## config.mk

```make
export PLATFORM = sky130hd
export DESIGN_NAME = bytecode_loader
export DESIGN_NICKNAME = d
export VERILOG_FILES = /design/src/rtl/mp_pkg.sv /design/src/rtl/prog_ram.sv /design/src/rtl/bytecode_loader.sv
export SDC_FILE = /design/constraint.sdc
export NUM_CORES = 2
export LEC_CHECK = 0
export BUFFER_PORTS_ARGS = -buffer_cell sky130_fd_sc_hd__buf_2
export CAP_MARGIN = 10
export CORE_MARGIN = 1.5
export CORE_UTILIZATION = 35
export DETAILED_ROUTE_END_ITERATION = 16
export GPL_TIMING_DRIVEN = 0
export HOLD_SLACK_MARGIN = 0.15
export SLEW_MARGIN = 20
export SYNTH_ARGS = -nofsm -noshare
export SYNTH_HDL_FRONTEND = slang
export SYNTH_HIERARCHICAL = 1
export SYNTH_SLANG_ARGS = --single-unit
```

## constraint.sdc

```tcl
create_clock -name clk -period 6.8 [get_ports clk]
set_clock_uncertainty 0.05 [all_clocks]
set_input_delay 1.36 -clock clk [delete_from_list [all_inputs] [get_ports clk]]
set_output_delay 1.36 -clock clk [all_outputs]
set_load 0.01 [all_outputs]
```

## src/rtl/mp_pkg.sv

```systemverilog
// Definitions shared by the bytecode loader, the microprocessor and the ALU.
package mp_pkg;
  localparam int         DEPTH   = 256;
  localparam logic [7:0] HALT_OP = 8'hFF;

  typedef enum logic [1:0] {
    IDLE  = 2'd0,
    LOAD  = 2'd1,
    READY = 2'd2,
    ERR   = 2'd3
  } ld_state_t;
endpackage

```

## src/rtl/prog_ram.sv

```systemverilog
// Program storage: one write port and one registered read port, write-first on an address match.
module prog_ram #(
  parameter int DEPTH = 256,
  parameter int AW    = 8
) (
  input  logic          clk,
  input  logic          we,
  input  logic [AW-1:0] waddr,
  input  logic [7:0]    wdata,
  input  logic          re,
  input  logic [AW-1:0] raddr,
  output logic [7:0]    rd_data
);
  logic [7:0] mem [DEPTH];

  // Read data only advances on a read so the last fetched byte stays on the output.
  always_ff @(posedge clk) begin
    if (we) mem[waddr] <= wdata;
    if (re) rd_data <= (we && (waddr == raddr)) ? wdata : mem[raddr];
  end
endmodule

```

## src/rtl/bytecode_loader.sv

```systemverilog
// Streams a bytecode program into program RAM and serves processor fetches with one-cycle latency.
module bytecode_loader #(
  parameter int         DEPTH   = mp_pkg::DEPTH,
  parameter logic [7:0] HALT_OP = mp_pkg::HALT_OP
) (
  input  logic       clk,
  input  logic       rst_n,
  input  logic       in_valid,
  input  logic [7:0] in_data,
  input  logic       in_last,
  output logic       in_ready,
  input  logic       clear,
  input  logic       fetch_req,
  input  logic [7:0] fetch_addr,
  output logic [7:0] fetch_data,
  output logic       fetch_valid,
  output logic [8:0] prog_len,
  output logic       loaded,
  output logic       overflow
);
  localparam int AW = $clog2(DEPTH);

  mp_pkg::ld_state_t state;
  logic [AW-1:0]     wr_ptr;
  logic              xfer;
  logic [8:0]        len_eff;
  logic              in_range_q;
  logic [7:0]        ram_rd;

  assign xfer = in_valid & in_ready & ~clear;
  // Length including a byte written this cycle, so a same-address fetch sees the new byte.
  assign len_eff = prog_len + {8'd0, xfer};

  prog_ram #(.DEPTH(DEPTH), .AW(AW)) u_ram (
    .clk     (clk),
    .we      (xfer),
    .waddr   (wr_ptr),
    .wdata   (in_data),
    .re      (fetch_req),
    .raddr   (fetch_addr[AW-1:0]),
    .rd_data (ram_rd)
  );

  always_ff @(posedge clk or negedge rst_n) begin
    if (!rst_n) begin
      state    <= mp_pkg::IDLE;
      wr_ptr   <= '0;
      prog_len <= '0;
      loaded   <= 1'b0;
      overflow <= 1'b0;
      in_ready <= 1'b1;
    end else if (clear) begin
      state    <= mp_pkg::IDLE;
      wr_ptr   <= '0;
      prog_len <= '0;
      loaded   <= 1'b0;
      overflow <= 1'b0;
      in_ready <= 1'b1;
    end else if (xfer) begin
      wr_ptr   <= wr_ptr + 1'b1;
      prog_len <= prog_len + 9'd1;
      if (in_last) begin
        state    <= mp_pkg::READY;
        loaded   <= 1'b1;
        in_ready <= 1'b0;
      end else if (wr_ptr == AW'(DEPTH - 1)) begin
        state    <= mp_pkg::ERR;
        overflow <= 1'b1;
        in_ready <= 1'b0;
      end else begin
        state <= mp_pkg::LOAD;
      end
    end
  end

  always_ff @(posedge clk or negedge rst_n) begin
    if (!rst_n) begin
      fetch_valid <= 1'b0;
      in_range_q  <= 1'b0;
    end else begin
      fetch_valid <= fetch_req;
      if (fetch_req) in_range_q <= ({1'b0, fetch_addr} < len_eff);
    end
  end

  // Out-of-range lines read as halt, masking stale RAM contents.
  assign fetch_data = in_range_q ? ram_rd : HALT_OP;
endmodule

```

Word level (Yosys, flattened, before mapping)

Memory sizes are Yosys's and may differ from the RTL's. A register that Yosys moved wholly into a read port is not among the register bits.
Index checks and enable logic that the tools add are counted.

Add/sub/neg operators: 3
$lt $le $gt $ge: 1
Equal/unequal tests: 2
Multiplexer cells: 18
Bitwise operators: 3
Reductions and logical operators: 7

Operators with widths:

| operator              | count |
|---|---|
| $mux W8               | 3 |
| $mux W9               | 2 |
| $mux W1               | 13 |
| $add A9 B1 Y9         | 1 |
| $add A9 B1 Y9 const B | 1 |
| $lt A8 B9 Y1          | 1 |
| $add A8 B1 Y8 const B | 1 |
| $eq A8 B8 Y1 const B  | 1 |
| $reduce_bool A2 Y1    | 3 |
| $reduce_and A2 Y1     | 2 |
| $reduce_and A3 Y1     | 1 |
| $reduce_bool A3 Y1    | 1 |
| $and A1 B1 Y1         | 2 |
| $ne A2 B1 Y1 const B  | 1 |
| $not A1 Y1            | 1 |

Flip-flop bits (word level): 22
Memory bits (writable): 2048
Input port bits: 22
Output and inout port bits: 21
Word-level logic and storage cells: 42
Memories kept: 1

Memory list:

| memory    | words | bits a word | read ports | clocked after memory_dff | wr ports | line           | text |
|---|---|---|---|---|---|---|---|
| u_ram.mem | 256   | 8           | 1          | 1                        | 1        | prog_ram.sv:14 | `logic [7:0] mem [DEPTH];` |

Depth between registers and ports, before layout

Depth after elaboration: 5
Depth in mapped cells: 12
Mapped depth without buffers: 11

Modules after synthesis

The synthesis kept the hierarchy.

By module, submodules not included:

| module          | times used | cells an instance | area an instance (um2) | seq. area each (um2) |
|---|---|---|---|---|
| prog_ram        | 1          | 4007              | 79832.8                | 61739.2 |
| bytecode_loader | 1          | 145               | 1343.8                 | 551.8 |

Worst setup path after synthesis

OpenSTA, ideal clock, no wires.

Path type: in2reg
Start point: in fetch_addr[1]
End point: reg u_ram.rd_data[4], read port of u_ram.mem, data pin
Setup time: 0.272 ns
Data arrival time: 3.503 ns
Required time: 6.478 ns
Slack: 2.975 ns
Stages: 9
Buffers on the path: 3
Path through: buf_2 buf_2 buf_1 mux4_2 a21oi_1 nor3_1 or4_1 a2111oi_0 a21oi_1

RTL lines:

| element            | line                  | text |
|---|---|---|
| start: declaration | bytecode_loader.sv:14 | `input logic [7:0] fetch_addr,` |
| end: declaration   | prog_ram.sv:12        | `output logic [7:0] rd_data` |

==> impl_metrics.tcl <==
set metrics [dict create \
    fin_crit_ns 5.86 \
    drive_above_1_share_pct 18.6 \
    slew-limit-headroom_pct 13.7 \
    cts.sinks 2078 \
    dpl.hpwl_um 166000 \
    area_growth_pct 13.8 \
    antenna_found_initial 11 \
    cts-root-buf "clkbuf_16" \
    r2r-start "in_ready" \
    port_buffers 42 \
    yosysSeqAreaShare_pct 76.7 \
    hold_path.class "in -> async" \
    slew_violations 0 \
    worstPathArrival_ns 6.36 \
    synth_seq_cells 2078 \
    postCtsSetupRepairBufs 0 \
    rsz0062_at_grt "no" \
    fin_nets 4453 \
    grt_usage_pct 20.5 \
    cp_max_fo 10 \
    row_count 176 \
    io_pins 43 \
    critPathRequiredTime_ns 7.30 \
    ys.warnings.count 6 \
    cts_resized 0 \
    first_pass_iters 6 \
    worstSetupPathType "in -> reg" \
    total_leakage_power_nw 28.9 \
    grt_max_degree 140 \
    start_util_pct 35.2 \
    die_y_um 485 \
    synth_nets 4185 \
    synth_cell_types 57 \
    viasPerCell 5.77 \
    cts_buffers 207 \
    drt_iter0_drc 6472 \
    drtAntennaViolNets 0 \
    clkLatencyLatePin_ns 0.83 \
    place.gp.congestion 0.964 \
    grt_pass1_vias 42600 \
    layout_common_cells "edfxtp_1, mux4_2, mux2i_1, nor2_1, clkbuf_16" \
    max_cap_violations 0 \
    vias 44000 \
    h-tree-depth 4 \
    overflow 0 \
    r2r_setup_slack_ns 1.93 \
    reg2reg_to "u_ram/mem[42][6]" \
    ys.flop_type "edfxtp_1" \
    reg2regPathDepth 7 \
    syn_area_um2 81200 \
    wl_per_cell_um 32.0 \
    drc 0 \
    setup.worst_path.end "u_ram/rd_data[3]" \
    core_area_um2 230000 \
    cts_buffer_depth 3 \
    end_kind "flip-flop" \
    mostFrequentLayoutCell "edfxtp_1" \
    ir_worst_vdd_v 0.000273 \
    power.total_mw 26.7 \
    fmax_mhz 171 \
    dieArea_um2 235000 \
    finalWirelength_um 244000 \
    tightest_slew_ns 1.29 \
    fp.dieW_um 485 \
    clk_pin_slew_ns 0.06 \
    outcome "finished, final reports clean" \
    setup.worst_path.start "fetch_addr[1]" \
    period_share_pct 86.1 \
    synth_edf_count 2056 \
    startpoint_type "input port" \
    powerDensity_nw_per_um2 289 \
    final_util_pct 40.1 \
    setup_viol 0 \
    ctsHoldBuffers 0 \
    fill_cells 20500 \
    finalHoldViolCount 0 \
    cts_tree "yes" \
    avgSynthCellArea_um2 19.6 \
    postSynthCellCount 4152 \
    async_flop_share_pct 1.06 \
    grt_pass1_wl_um 337000 \
]
## layer usage
metal  vias up  wire, um  GRT usage, %
met1     23300     95000          27.8
met3       477     25000          4.54
met5         -        52             0
met2      2591    112000          31.5
li1      17700         -             -
met4         4     12000          9.14
## how the worst min path moves through the flow
| stage | from | endpoint | slack (ns) | depth (start not counted) |
|---|---|---|---|---|
| after detailed placement | loaded | loaded | 0.45 | 2 |
| after CTS | rst_n | fetch_valid | 0.39 | 1 |
| after global routing | rst_n | fetch_valid | 0.45 | 1 |
| after global placement | loaded | loaded | 0.44 | 2 |
| final | rst_n | fetch_valid | 0.45 | 1 |
| after floorplan | wr_ptr[6] | wr_ptr[6] | 0.47 | 2 |
## metrics by stage
| step | hold slack, ns | worst slack, ns | std cells | setup TNS [ns] | area (um^2) |
|---|---|---|---|---|---|
| floorplan | 0.474 | 2.97 | 4152 | 0 | 81200 |
| global placement | 0.443 | -0.200 | 7220 | -0.690 | 85200 |
| detailed placement | 0.447 | 0.267 | 7237 | 0 | 85700 |
| CTS | 0.393 | 1.17 | 7615 | 0 | 92300 |
| global route | 0.453 | 1.12 | 7617 | 0 | 92300 |
| finish | 0.445 | 0.944 | 7619 | 0 | 92300 |
## worst max-delay path: stages
cell and delay (ns):
buf_2 0.18, buf_2 0.25, buf_2 0.50, buf_2 0.42
buf_2 0.40, buf_2 0.63, mux4_2 0.43, o21ai_0 0.45
nand4_1 0.23, a22oi_1 0.89, a31o_2 0.40, a21oi_1 0.15
## flip-flops by register name, indices dropped and copies added, names as in the netlist
| name | count |
|---|---|
| u_ram/rd_data | 8 |
| wr_ptr | 8 |
| in_range_q | 1 |
| loaded | 1 |
| fetch_valid | 1 |
| overflow | 1 |
| u_ram/mem | 2048 |
| prog_len | 9 |
| in_ready | 1 |
## final cells by class
cell class / count / area [um^2] / area share [%]
repair buffers: 59 / 733 / 0.794
well taps: 3026 / 3790 / 4.10
plain buffers: 256 / 1290 / 1.40
diodes: 4 / 10.0 / 0.0108
inverters: 9 / 33.8 / 0.0366
clock inverters: 125 / 1150 / 1.24
clock buffers: 253 / 5440 / 5.89
flip-flops and latches: 2078 / 62300 / 67.5
multi-input cells: 1809 / 17600 / 19.1
## power breakdown
group / switching (mW) / internal (mW)
clock network: 4.90 / 6.23
registers: 0.0123 / 14.1
logic: 1.01 / 0.425
total: 5.93 / 20.7
## kinds of logic after synthesis
group	count (synthesis)	synth area share, %
AND/OR/NAND/NOR	609	3.33
flip-flops	2078	76.7
AO/OA/AOI/OAI	495	4.24
adder cells (fa/ha/maj)	11	0.170
XOR/XNOR	29	0.313
buffers and inverters	265	1.61
multiplexers	665	13.6
## synth_stat cells (14+ instances only)
cell type  number  area (um^2)
nor2_1        317         1190
nand4_1        32          200
xor2_1         20          175
nand2b_1       14         87.6
o221ai_1       39          342
a21oi_1        78          390
clkbuf_1      128          480
mux4_2        350         7880
mux2i_1       315         3150
a211oi_1       43          323
nor2b_1        31          194
buf_4          44          330
o22ai_1        65          407
o21ai_0        65          325
a221oi_1       59          517
a22oi_1        98          736
buf_2          52          260
edfxtp_1     2056        61700
dfrtp_1        21          526
nor3_1         42          210
nand3_1        47          235
nand2_1        92          345
buf_1          20         75.1
No activity file was read; power rests on OpenSTA's default activity.
